## src/rtl/btn_pkg.sv

```systemverilog
// rtl/btn_pkg.sv - shared FSM encoding and default timing for the button conditioner
// Contents:
//   btn_state_e             - conditioner FSM states
//   DEFAULT_DEBOUNCE_CYCLES - stable cycles needed to accept a level change (10 ms at 100 MHz)
//   DEFAULT_HOLD_CYCLES     - pressed cycles that qualify a long press (1 s at 100 MHz)
package btn_pkg;

  typedef enum logic [1:0] {
    IDLE       = 2'd0,
    PRESS_DB   = 2'd1,
    PRESSED    = 2'd2,
    RELEASE_DB = 2'd3
  } btn_state_e;

  localparam int DEFAULT_DEBOUNCE_CYCLES = 1000000;
  localparam int DEFAULT_HOLD_CYCLES     = 100000000;

endpackage

```

## src/rtl/btn_conditioner_sync2.sv

```systemverilog
// rtl/btn_conditioner_sync2.sv - two-flop synchronizer for an asynchronous input
// Ports:
//   clk - sampling clock
//   rst - asynchronous active-low reset, clears both flops
//   d   - asynchronous input
//   q   - synchronized output, lags d by two clk cycles
module sync2 (
  input  logic clk,
  input  logic rst,
  input  logic d,
  output logic q
);

  logic meta;

  always_ff @(posedge clk or negedge rst) begin
    if (!rst) begin
      meta <= 1'b0;
      q    <= 1'b0;
    end else begin
      meta <= d;
      q    <= meta;
    end
  end

endmodule

```

## src/rtl/btn_conditioner.sv

```systemverilog
// rtl/btn_conditioner.sv - debounced button level with press/release/long-press strobes
// Macro BTN_LONG_PRESS_EN compiles in the hold counter and long_pulse; without it
// long_pulse is tied low and HOLD_CYCLES has no effect.
// Ports:
//   clk           - master clock
//   rst           - asynchronous active-low reset
//   btn_raw       - asynchronous mechanical button, active-high
//   btn_level     - debounced button level
//   press_pulse   - one-cycle strobe on an accepted press
//   release_pulse - one-cycle strobe on an accepted release
//   long_pulse    - one-cycle strobe once a press has been held HOLD_CYCLES cycles
module btn_conditioner
  import btn_pkg::*;
#(
  parameter int DEBOUNCE_CYCLES = DEFAULT_DEBOUNCE_CYCLES,
  parameter int HOLD_CYCLES     = DEFAULT_HOLD_CYCLES
) (
  input  logic clk,
  input  logic rst,
  input  logic btn_raw,
  output logic btn_level,
  output logic press_pulse,
  output logic release_pulse,
  output logic long_pulse
);

  localparam int DW = $clog2(DEBOUNCE_CYCLES + 1);
  // The cycle in which IDLE/PRESSED first sees the new level is the first stable
  // cycle, so the debounce state only has to witness DEBOUNCE_CYCLES-1 more.
  localparam logic [DW-1:0] DB_LAST   = DW'((DEBOUNCE_CYCLES >= 2) ? DEBOUNCE_CYCLES - 2 : 0);
  localparam bit            DB_SINGLE = (DEBOUNCE_CYCLES <= 1);

  logic          btn_sync;
  btn_state_e    state, state_nxt;
  logic [DW-1:0] db_cnt, db_cnt_nxt;
  logic          press_nxt, release_nxt;

  sync2 u_sync (
    .clk (clk),
    .rst (rst),
    .d   (btn_raw),
    .q   (btn_sync)
  );

  always_ff @(posedge clk or negedge rst) begin
    if (!rst) begin
      state         <= IDLE;
      db_cnt        <= '0;
      press_pulse   <= 1'b0;
      release_pulse <= 1'b0;
    end else begin
      state         <= state_nxt;
      db_cnt        <= db_cnt_nxt;
      press_pulse   <= press_nxt;
      release_pulse <= release_nxt;
    end
  end

  always_comb begin
    state_nxt   = state;
    db_cnt_nxt  = db_cnt;
    press_nxt   = 1'b0;
    release_nxt = 1'b0;
    unique case (state)
      IDLE: begin
        if (btn_sync) begin
          db_cnt_nxt = '0;
          if (DB_SINGLE) begin
            state_nxt = PRESSED;
            press_nxt = 1'b1;
          end else begin
            state_nxt = PRESS_DB;
          end
        end
      end
      PRESS_DB: begin
        if (!btn_sync) begin
          state_nxt = IDLE;
        end else if (db_cnt >= DB_LAST) begin
          state_nxt = PRESSED;
          press_nxt = 1'b1;
        end else begin
          db_cnt_nxt = db_cnt + 1'b1;
        end
      end
      PRESSED: begin
        if (!btn_sync) begin
          db_cnt_nxt = '0;
          if (DB_SINGLE) begin
            state_nxt   = IDLE;
            release_nxt = 1'b1;
          end else begin
            state_nxt = RELEASE_DB;
          end
        end
      end
      RELEASE_DB: begin
        if (btn_sync) begin
          state_nxt = PRESSED;
        end else if (db_cnt >= DB_LAST) begin
          state_nxt   = IDLE;
          release_nxt = 1'b1;
        end else begin
          db_cnt_nxt = db_cnt + 1'b1;
        end
      end
      default: state_nxt = IDLE;
    endcase
  end

  assign btn_level = (state == PRESSED) || (state == RELEASE_DB);

`ifdef BTN_LONG_PRESS_EN
  localparam int            HW       = $clog2(HOLD_CYCLES + 1);
  localparam logic [HW-1:0] HOLD_MAX = HW'(HOLD_CYCLES);

  logic [HW-1:0] hold_cnt;

  // The count survives a release glitch (RELEASE_DB back to PRESSED) and restarts
  // only on a newly accepted press. Leaving to IDLE clears it, which also keeps
  // long_pulse from landing on the same cycle as release_pulse.
  always_ff @(posedge clk or negedge rst) begin
    if (!rst) begin
      hold_cnt   <= '0;
      long_pulse <= 1'b0;
    end else begin
      long_pulse <= 1'b0;
      if (press_nxt || !(state_nxt inside {PRESSED, RELEASE_DB})) begin
        hold_cnt <= '0;
      end else if (hold_cnt != HOLD_MAX) begin
        hold_cnt   <= hold_cnt + 1'b1;
        long_pulse <= (hold_cnt == HOLD_MAX - 1'b1);
      end
    end
  end
`else
  logic unused_hold_cfg;
  assign unused_hold_cfg = ^HOLD_CYCLES;
  assign long_pulse      = 1'b0;
`endif

endmodule

```

## config.mk

```make
export PLATFORM = sky130hd
export DESIGN_NAME = btn_conditioner
export DESIGN_NICKNAME = d
export VERILOG_FILES = /design/src/rtl/btn_pkg.sv /design/src/rtl/btn_conditioner_sync2.sv /design/src/rtl/btn_conditioner.sv
export SDC_FILE = /design/constraint.sdc
export NUM_CORES = 1
export LEC_CHECK = 0
export ABC_CLOCK_PERIOD_IN_PS = 2700
export CAP_MARGIN = 15
export CORE_ASPECT_RATIO = 1.75
export CORE_MARGIN = 5
export CORE_UTILIZATION = 55
export CTS_CLUSTER_DIAMETER = 200
export DETAILED_ROUTE_END_ITERATION = 10
export HOLD_SLACK_MARGIN = 0.05
export PLACE_DENSITY_LB_ADDON = 0.25
export SETUP_SLACK_MARGIN = 0.3
export SLEW_MARGIN = 20
export SYNTH_ARGS = -nofsm -noshare
export SYNTH_HDL_FRONTEND = slang
export SYNTH_SLANG_ARGS = --single-unit
```

## constraint.sdc

```tcl
create_clock -name clk -period 2.7 [get_ports clk]
set_input_delay 0.675 -clock clk [delete_from_list [all_inputs] [get_ports clk]]
set_output_delay 0.675 -clock clk [all_outputs]
set_load 0.02 [all_outputs]
```

Yosys cells after proc, flatten, opt, wreduce, memory -nomap -nowiden:

Index checks and enable logic that the tools add are counted.

* register bits: 26
* latch bits: 0
* memory bits (writable): 0
* bits in read-only memories: 0
* input port bits: 3
* memories kept: 0

* $add $sub $neg: 1
* multipliers: 0
* divide/modulo/power cells: 0
* $lt $le $gt $ge: 1
* equal/unequal tests: 9
* shift-type cells: 0
* multiplexer cells: 18
* bitwise gates (word level): 0
* reduce and logical (&&, ||, !) cells: 4

Operators with widths (count)
* two-way mux 20 bit: 5
* case mux 20 bit (4 select lines): 1
* adder 20 x 1 -> 20 bit, second input constant: 1
* greater-or-equal comparator 20 bit, second input constant: 1
* two-way mux 2 bit: 6
* case mux 2 bit (4 select lines): 1
* AND reduction 4 bit: 2
* two-way mux 1 bit: 5
* equality test 2 bit, second input constant: 2
* inequality test 2 x 1 -> 1 bit, second input constant: 2
* inequality test 2 bit, second input constant: 2
* inequality test 3 x 2 -> 1 bit, second input constant: 1
* inequality test 3 bit, second input constant: 1
* equality test 2 x 1 -> 1 bit, second input constant: 1
* zero test 2 bit: 1
* logical OR 1 bit: 1

Logic depth before layout (Yosys ltp):

Gate-level depths: netlist of run 1.

* word-level depth: 4
* depth in mapped cells: 8

By module:

A second synthesis of run 1 with hierarchy kept.

* cells, all modules: 164
* area total of the unflattened synthesis: 1559.0 sq um

By module, submodules not included
* btn_conditioner: instances 1, cells each 162, area an instance 1508.9 sq um, seq. area each 600.6 sq um
* sync2: instances 1, cells each 2, area an instance 50.0 sq um, seq. area each 50.0 sq um

Worst setup path after synthesis of run 1:

No wires, ideal clock.

* path kind: flip-flop to flip-flop
* from: reg db_cnt[0]
* to: reg db_cnt[5]
* library setup time: 0.136 ns
* arrival: 1.872 ns
* data required time: 2.564 ns
* slack: 0.692 ns
* stages on the path, launching flop included: 9
* period minus slack after synthesis: 2.008 ns
* cells stage by stage: dfrtp_1 > inv_1 > ha_1 > o21ai_0 > nor2_1 > o21a_1 > clkbuf_1 > o211ai_1 > or3b_2

* cells in the longest elaborated chain, start to end: 4
* elaborated cells on any way between the ends: 6
* those cells by class: 1 x add/sub; 1 x order compare; 4 x mux

Ends and longest elaborated chain
* from (decl): line btn_conditioner.sv:35 `logic [DW-1:0] db_cnt, db_cnt_nxt;`
* from (signal assigned): line btn_conditioner.sv:53 `db_cnt <= db_cnt_nxt;`
* adder 20 x 1 -> 20 bit or greater-or-equal comparator 20 bit (tied branches)
* two-way mux 20 bit *: line btn_conditioner.sv:79, btn_conditioner.sv:100
* two-way mux 20 bit (on tied branches): line btn_conditioner.sv:98, btn_conditioner.sv:77
* case mux 20 bit (4 select lines) *: line btn_conditioner.sv:64 `unique case (state)`

Every way passes the cells marked *; elsewhere a longest branch is shown, timed or not. The select of a mux whose other input is x is not followed.
A chain may end at the register's enable or synchronous reset.

Worst setup path in the final report of run 1:

* from: reg db_cnt[13]
* to: reg db_cnt[17]

Same word-level chain as after synthesis.

==> flow_summary.toml, run 1 <==
[run_status]
status = "complete, no violations"

[synthesis]
yosysUniqueCellTypes = 47
synth_area_per_cell_sq_um = 9.05
ys_seq_area_share_pct = 42.0
ys_ff_latch = 26
yosys-top-cells-count = "dfrtp_1, nand2_1, nand3_1"
syn_inst = 171
yosysMostFrequentCell = "dfrtp_1"
netlist_area_sq_um = 1550
synth_edf_count = 0
yosysWarnings = 0
ys.flop_type = "dfrtp_1"
synth_nets = 176
ys_async_sr_fraction_pct = 100
synth_top_area_share_pct = 42.0
ys_top_cells_by_area = "dfrtp_1, o211ai_1, nand3_1"
synth_largest_area_cell = "dfrtp_1"

[pwr]
power_w = 0.000813
swShare_pct = 22.6
p_per_area_nw_per_um2 = 481
seqPwrFrac_pct = 53.0
p_int_w = 0.000629
combPwrFrac_pct = 7.6
ir_drop_uv = 450
power_leakage_nw = 0.715
switching_power_w = 0.000184
clockPowerShare_pct = 39.4

[sta]
final.min_clock_period_ps = 2240
skew_ps = 3.93
setup_viol = 0
relSlewSlack_pct = 28.9
min_period_over_period_pct = 82.8
final_hold_viol_count = 0
fmax_mhz = 447
whs_ps = 370
worstMarginPinSlew_ps = 1070
drv_slew = 0
setup_tns_ps = 0
grt_setup_unrepaired = "no"

[global_route]
track_usage_pct = 19.1
grt_pass1_vias = 1358
antenna_found_initial = 0
grt-ovfl-total = 0
grt_start_max_net_pins = 37
grt_pass1_wl_microns = 6110

[route]
remaining_drc_errors = 0
antenna_left = 0
dr.pass1.iters = 4
drtIter0Drc = 58
wl_per_cell_microns = 17.8
vias = 1372
via_per_inst = 6.86
wl_microns = 3560

[worst_hold_path]
hp-class = "reg2reg"

[setup_path]
critical_path_class = "reg2reg"
slowest_stage = "a2111o_1"
path_delay_family = "simple AND/OR/NAND/NOR gates"
cp-start-kind = "flop"
worst_path_largest_cell_delay_ps = 570
crit_path_end_kind = "flop"
cp.arrival_ps = 2440
cp_common_cell = "nand3_1"
cp_cell_sequence = "nor4_2 -> nand3_1 -> a2111o_1 -> or4_1 -> nand3_1"
cp_max_fo = 10
r2r_slack_ps = 460
crit_required_ps = 2910
crit_buf_inv = 0

[cells_and_area]
fin_nets = 179
drive_gt1_share_pct = 7.51
multi_input_area_sq_um = 838
synthToLayoutAreaGrowth_pct = 9.14
final_cell_count_no_fill = 200
nFillCells = 236
regArea_sq_um = 651
num_antenna_cells = 0

[cts]
cts_buffers = 3
clk_path_buf_depth = 2
h-tree-depth = 1
numClockSinks = 26
clk_pin_slew_ps = 90
tritoncts = "done"
hold_buffers = 0
clock_latency_ps = 270
cts-root-buf = "clkbuf_8"

[placed_design]
portBuffers = 5
place_inst = 196
dp_hpwl_microns = 2410
gp_congestion = 0.891

[run]
drv_cap = 0

[floorplan]
start_util_pct = 56.9
num_rows = 25
io_pins = 7
die_w_microns = 50.1
die_h_microns = 80.2
coreArea_sq_um = 2720
die_area_sq_um = 4020
==> area by class of cell <==
cell class | count | share of cell area [%]
clock buffers | 3 | 2.44
clock inverters | 1 | 1.78
inverters | 4 | 0.889
multi-input cells | 130 | 49.6
flip-flops and latches | 26 | 38.5
well taps | 27 | 2.00
repair buffers | 9 | 4.74
==> layout by cell type, fill, tap and decap left out, types with 3 or more instances in the layout <==
cell	instances
nand4_1	4
o211ai_1	11
clkbuf_8	3
nand3_1	16
and2_1	4
dfrtp_1	26
inv_1	4
buf_4	4
clkdlybuf4s50_1	5
nor3_1	3
and3_1	4
or3_1	4
nand2_1	18
nor2_1	7
nand2b_1	3
a21oi_1	5
o21ai_0	3
nor4_1	3
a221o_1	3
nand3b_1	5
==> power groups by stage <==
stage                     sequential (W)  combinational, W  clock (W)
after CTS                       0.000430         0.0000626   0.000330
final                           0.000431         0.0000619   0.000320
after floorplan                 0.000427         0.0000476          0
after global routing            0.000434         0.0000691   0.000348
after global placement          0.000436         0.0000593          0
after detailed placement        0.000438         0.0000614          0
==> per-stage QoR <==
step	util, %	area (sq um)	worst slack, ps
CTS	62.0	1690	368
detailed placement	59.4	1620	380
global placement	59.4	1620	524
finish	62.1	1690	463
global route	62.1	1690	330
floorplan	-	1550	692
==> worst reg2reg max path: stages (launching register included) <==
cell and delay, ps:
dfrtp_1 460, nor4_2 320, nand3_1 190, a2111o_1 570
or4_1 530, nand3_1 100
==> state kept, by name, indices dropped and copies added, names as in the netlist, named ones only <==
register	count
u_sync.q	1
release_pulse	1
state	1
press_pulse	1
u_sync.meta	1
db_cnt	20
==> metal layers <==
metal,up-vias,global-route usage [%],wire (microns)
li1,650,-,-
met1,668,23.0,1510
met2,44,32.2,1850
met3,10,2.78,109
met4,0,9.45,96
met5,-,0,0
==> kinds of logic (layout without fill, tap and decap cells) <==
kind of cell,Yosys count,after routing,share of synthesized area [%]
XOR/XNOR,2,2,1.13
other,1,1,0.242
multiplexers,1,1,0.728
AND/OR/NAND/NOR,84,84,31.0
adder cells (fa/ha/maj),2,2,1.62
buffers and inverters,15,17,3.88
flip-flops,26,26,42.0
AO/OA/AOI/OAI,40,40,19.4
==> worst paths after layout <==
| path | startpoint | end | depth (start not counted) |
|---|---|---|---|
| max | db_cnt[13] | db_cnt[17] | 5 |
| min | u_sync.meta | u_sync.q | 0 |
| max reg2reg | db_cnt[13] | db_cnt[17] | 5 |
| min reg2reg | u_sync.meta | u_sync.q | 0 |
| max in group asynchronous | rst | db_cnt[6] | 2 |
| min in group asynchronous | rst | db_cnt[2] | 2 |
==> what timing repair did <==
action,CTS,global route
setup endpoints to repair,0,1
gates resized for setup,0,1
hold endpoints to repair,0,0
buffers inserted,0,0
(Power assumes the default switching activity.)
==> run 2: changes to the inputs <==
--- a/config.mk
+++ b/config.mk
@@ -5,11 +5,11 @@
 export SDC_FILE = /design/constraint.sdc
 export NUM_CORES = 1
 export LEC_CHECK = 0
-export ABC_CLOCK_PERIOD_IN_PS = 2700
+export ABC_CLOCK_PERIOD_IN_PS = 1800
 export CAP_MARGIN = 15
 export CORE_ASPECT_RATIO = 1.75
 export CORE_MARGIN = 5
-export CORE_UTILIZATION = 55
+export CORE_UTILIZATION = 53
 export CTS_CLUSTER_DIAMETER = 200
 export DETAILED_ROUTE_END_ITERATION = 10
 export HOLD_SLACK_MARGIN = 0.05
==> constraint.sdc (replaced) <==
create_clock -name clk -period 1.8 [get_ports clk]
set_input_delay 0.45 -clock clk [delete_from_list [all_inputs] [get_ports clk]]
set_output_delay 0.45 -clock clk [all_outputs]
set_load 0.02 [all_outputs]
==> flow_summary.toml, run 2 (synthesis gave the netlist of run 1 again) <==
[cells_and_area]
drive_gt1_share_pct = 43.0
final_cell_mix = "buf_4, dfrtp_1, nand2_1, nand3_1"
final_common_cell = "buf_4"
final_cell_area_sq_um = 2370
top_register = "db_cnt"
largest_reg_flops = 20
fin_nets = 241
num_antenna_cells = 0
synthToLayoutAreaGrowth_pct = 53.4
final_cell_count_no_fill = 263

[setup_path]
path_delay_family = "simple AND/OR/NAND/NOR gates"
crit_buf_inv = 2
crit_required_ps = 1970
cp-start-kind = "flop"
crit_path_end_kind = "flop"
worst_path_largest_cell_delay_ps = 430
cp_max_fo = 7
cp.arrival_ps = 2230
critical_path_class = "reg2reg"
slowest_stage = "dfrtp_1"
cp_cell_sequence = "nand4_1 -> nor4_4 -> a2111o_1 -> buf_4 -> buf_6 -> or2b_1 -> a32o_1"

[pwr]
ir_drop_uv = 572
power_w = 0.00135
p_per_area_nw_per_um2 = 570
power_leakage_nw = 1.09

[sta]
setup_tns_ps = -1960
fmax_mhz = 484
setup_viol = 17
whs_ps = 370
relSlewSlack_pct = 65.9
final.min_clock_period_ps = 2070
drv_slew = 0
worstMarginPinSlew_ps = 511
grt_setup_unrepaired = "yes"
final_hold_viol_count = 0
finalWorstSetupSlack_ps = -267
min_period_over_period_pct = 115
skew_ps = 4.22

[run_status]
violations = "negative setup slack"
status = "finished, violations left"

[route]
via_per_inst = 6.56
drtIter0Drc = 89
dr.pass1.iters = 4
remaining_drc_errors = 0
wl_per_cell_microns = 19.7
vias = 1726
antenna_left = 0
wl_microns = 5170

[cts]
clock_latency_ps = 270
numClockSinks = 26
cts-root-buf = "clkbuf_8"
hold_buffers = 0
clk_pin_slew_ps = 90
h-tree-depth = 1
tritoncts = "done"
cts_buffers = 3
clk_path_buf_depth = 2

[worst_hold_path]
hp-class = "reg2reg"

[floorplan]
num_rows = 26
die_area_sq_um = 4140
die_h_microns = 81.5
io_pins = 7
die_w_microns = 50.9
start_util_pct = 54.1
coreArea_sq_um = 2860

[global_route]
grt-ovfl-total = 0
grt_start_max_net_pins = 27
grt_pass1_wl_microns = 7800
antenna_found_initial = 0
grt_pass1_vias = 1717
track_usage_pct = 23.8

[placed_design]
gp_congestion = 0.837
dp_hpwl_microns = 3100
portBuffers = 5
place_area_sq_um = 2000
place_inst = 243

[run]
drv_cap = 0
run 2: changes by cell type in the layout (fill, tap and decap cells not counted), moves of 3 or more:
cell and delta:
buf_4 +51, buf_6 +11, clkdlybuf4s50_1 -3, nor2_1 -3, nor2_4 +3, nor4_1 -3
run 2: worst paths after layout:
check / start / endpoint / slack (ps) / depth (start not counted)
setup / recovery: db_cnt[3] / db_cnt[7] / -270 / 7
hold / removal: u_sync.meta / u_sync.q / 370 / 0
setup reg to reg: db_cnt[3] / db_cnt[7] / -270 / 7
hold reg to reg: u_sync.meta / u_sync.q / 370 / 0
max in group asynchronous: rst / db_cnt[15] / 970 / 2
min in group asynchronous: rst / db_cnt[14] / 560 / 2
run 2: area by class of cell:
cell class,instances,area (sq um)
multi-input cells,130,1020
flip-flops and latches,26,652
repair buffers,71,579
fillers,165,488
clock buffers,3,41.3
well taps,28,35.0
clock inverters,1,30.0
inverters,4,15.0
run 2: power breakdown:
group          switching, W  internal, W  total (W)
Sequential        0.0000282     0.000605   0.000633
Clock              0.000192     0.000298   0.000490
Combinational      0.000113     0.000119   0.000231
run 2: timing repair:
| item | CTS | global route |
|---|---|---|
| setup endpoints to repair | 27 | 24 |
| hold endpoints to repair | 0 | 0 |
| resized for setup | 36 | 12 |
| gates cloned | 0 | 0 |
| setup buffers | 7 | 9 |
| pin swaps | 20 | 5 |
run 2: metrics by stage:
| step | setup slack, ps | utilization [%] |
|---|---|---|
| final | -267 | 83.0 |
| after floorplan | -106 | - |
| after global routing | -317 | 83.0 |
| after CTS | -192 | 78.2 |
| after global placement | -196 | 69.9 |
| after detailed placement | -196 | 69.9 |
run 2: layer usage:
metal | track usage (%) | routed length (microns) | vias to the layer above
met4 | 10.5 | 267 | 0
li1 | - | - | 776
met1 | 27.7 | 1860 | 857
met3 | 2.72 | 189 | 26
met5 | 0 | 0 | -
met2 | 42.8 | 2850 | 67
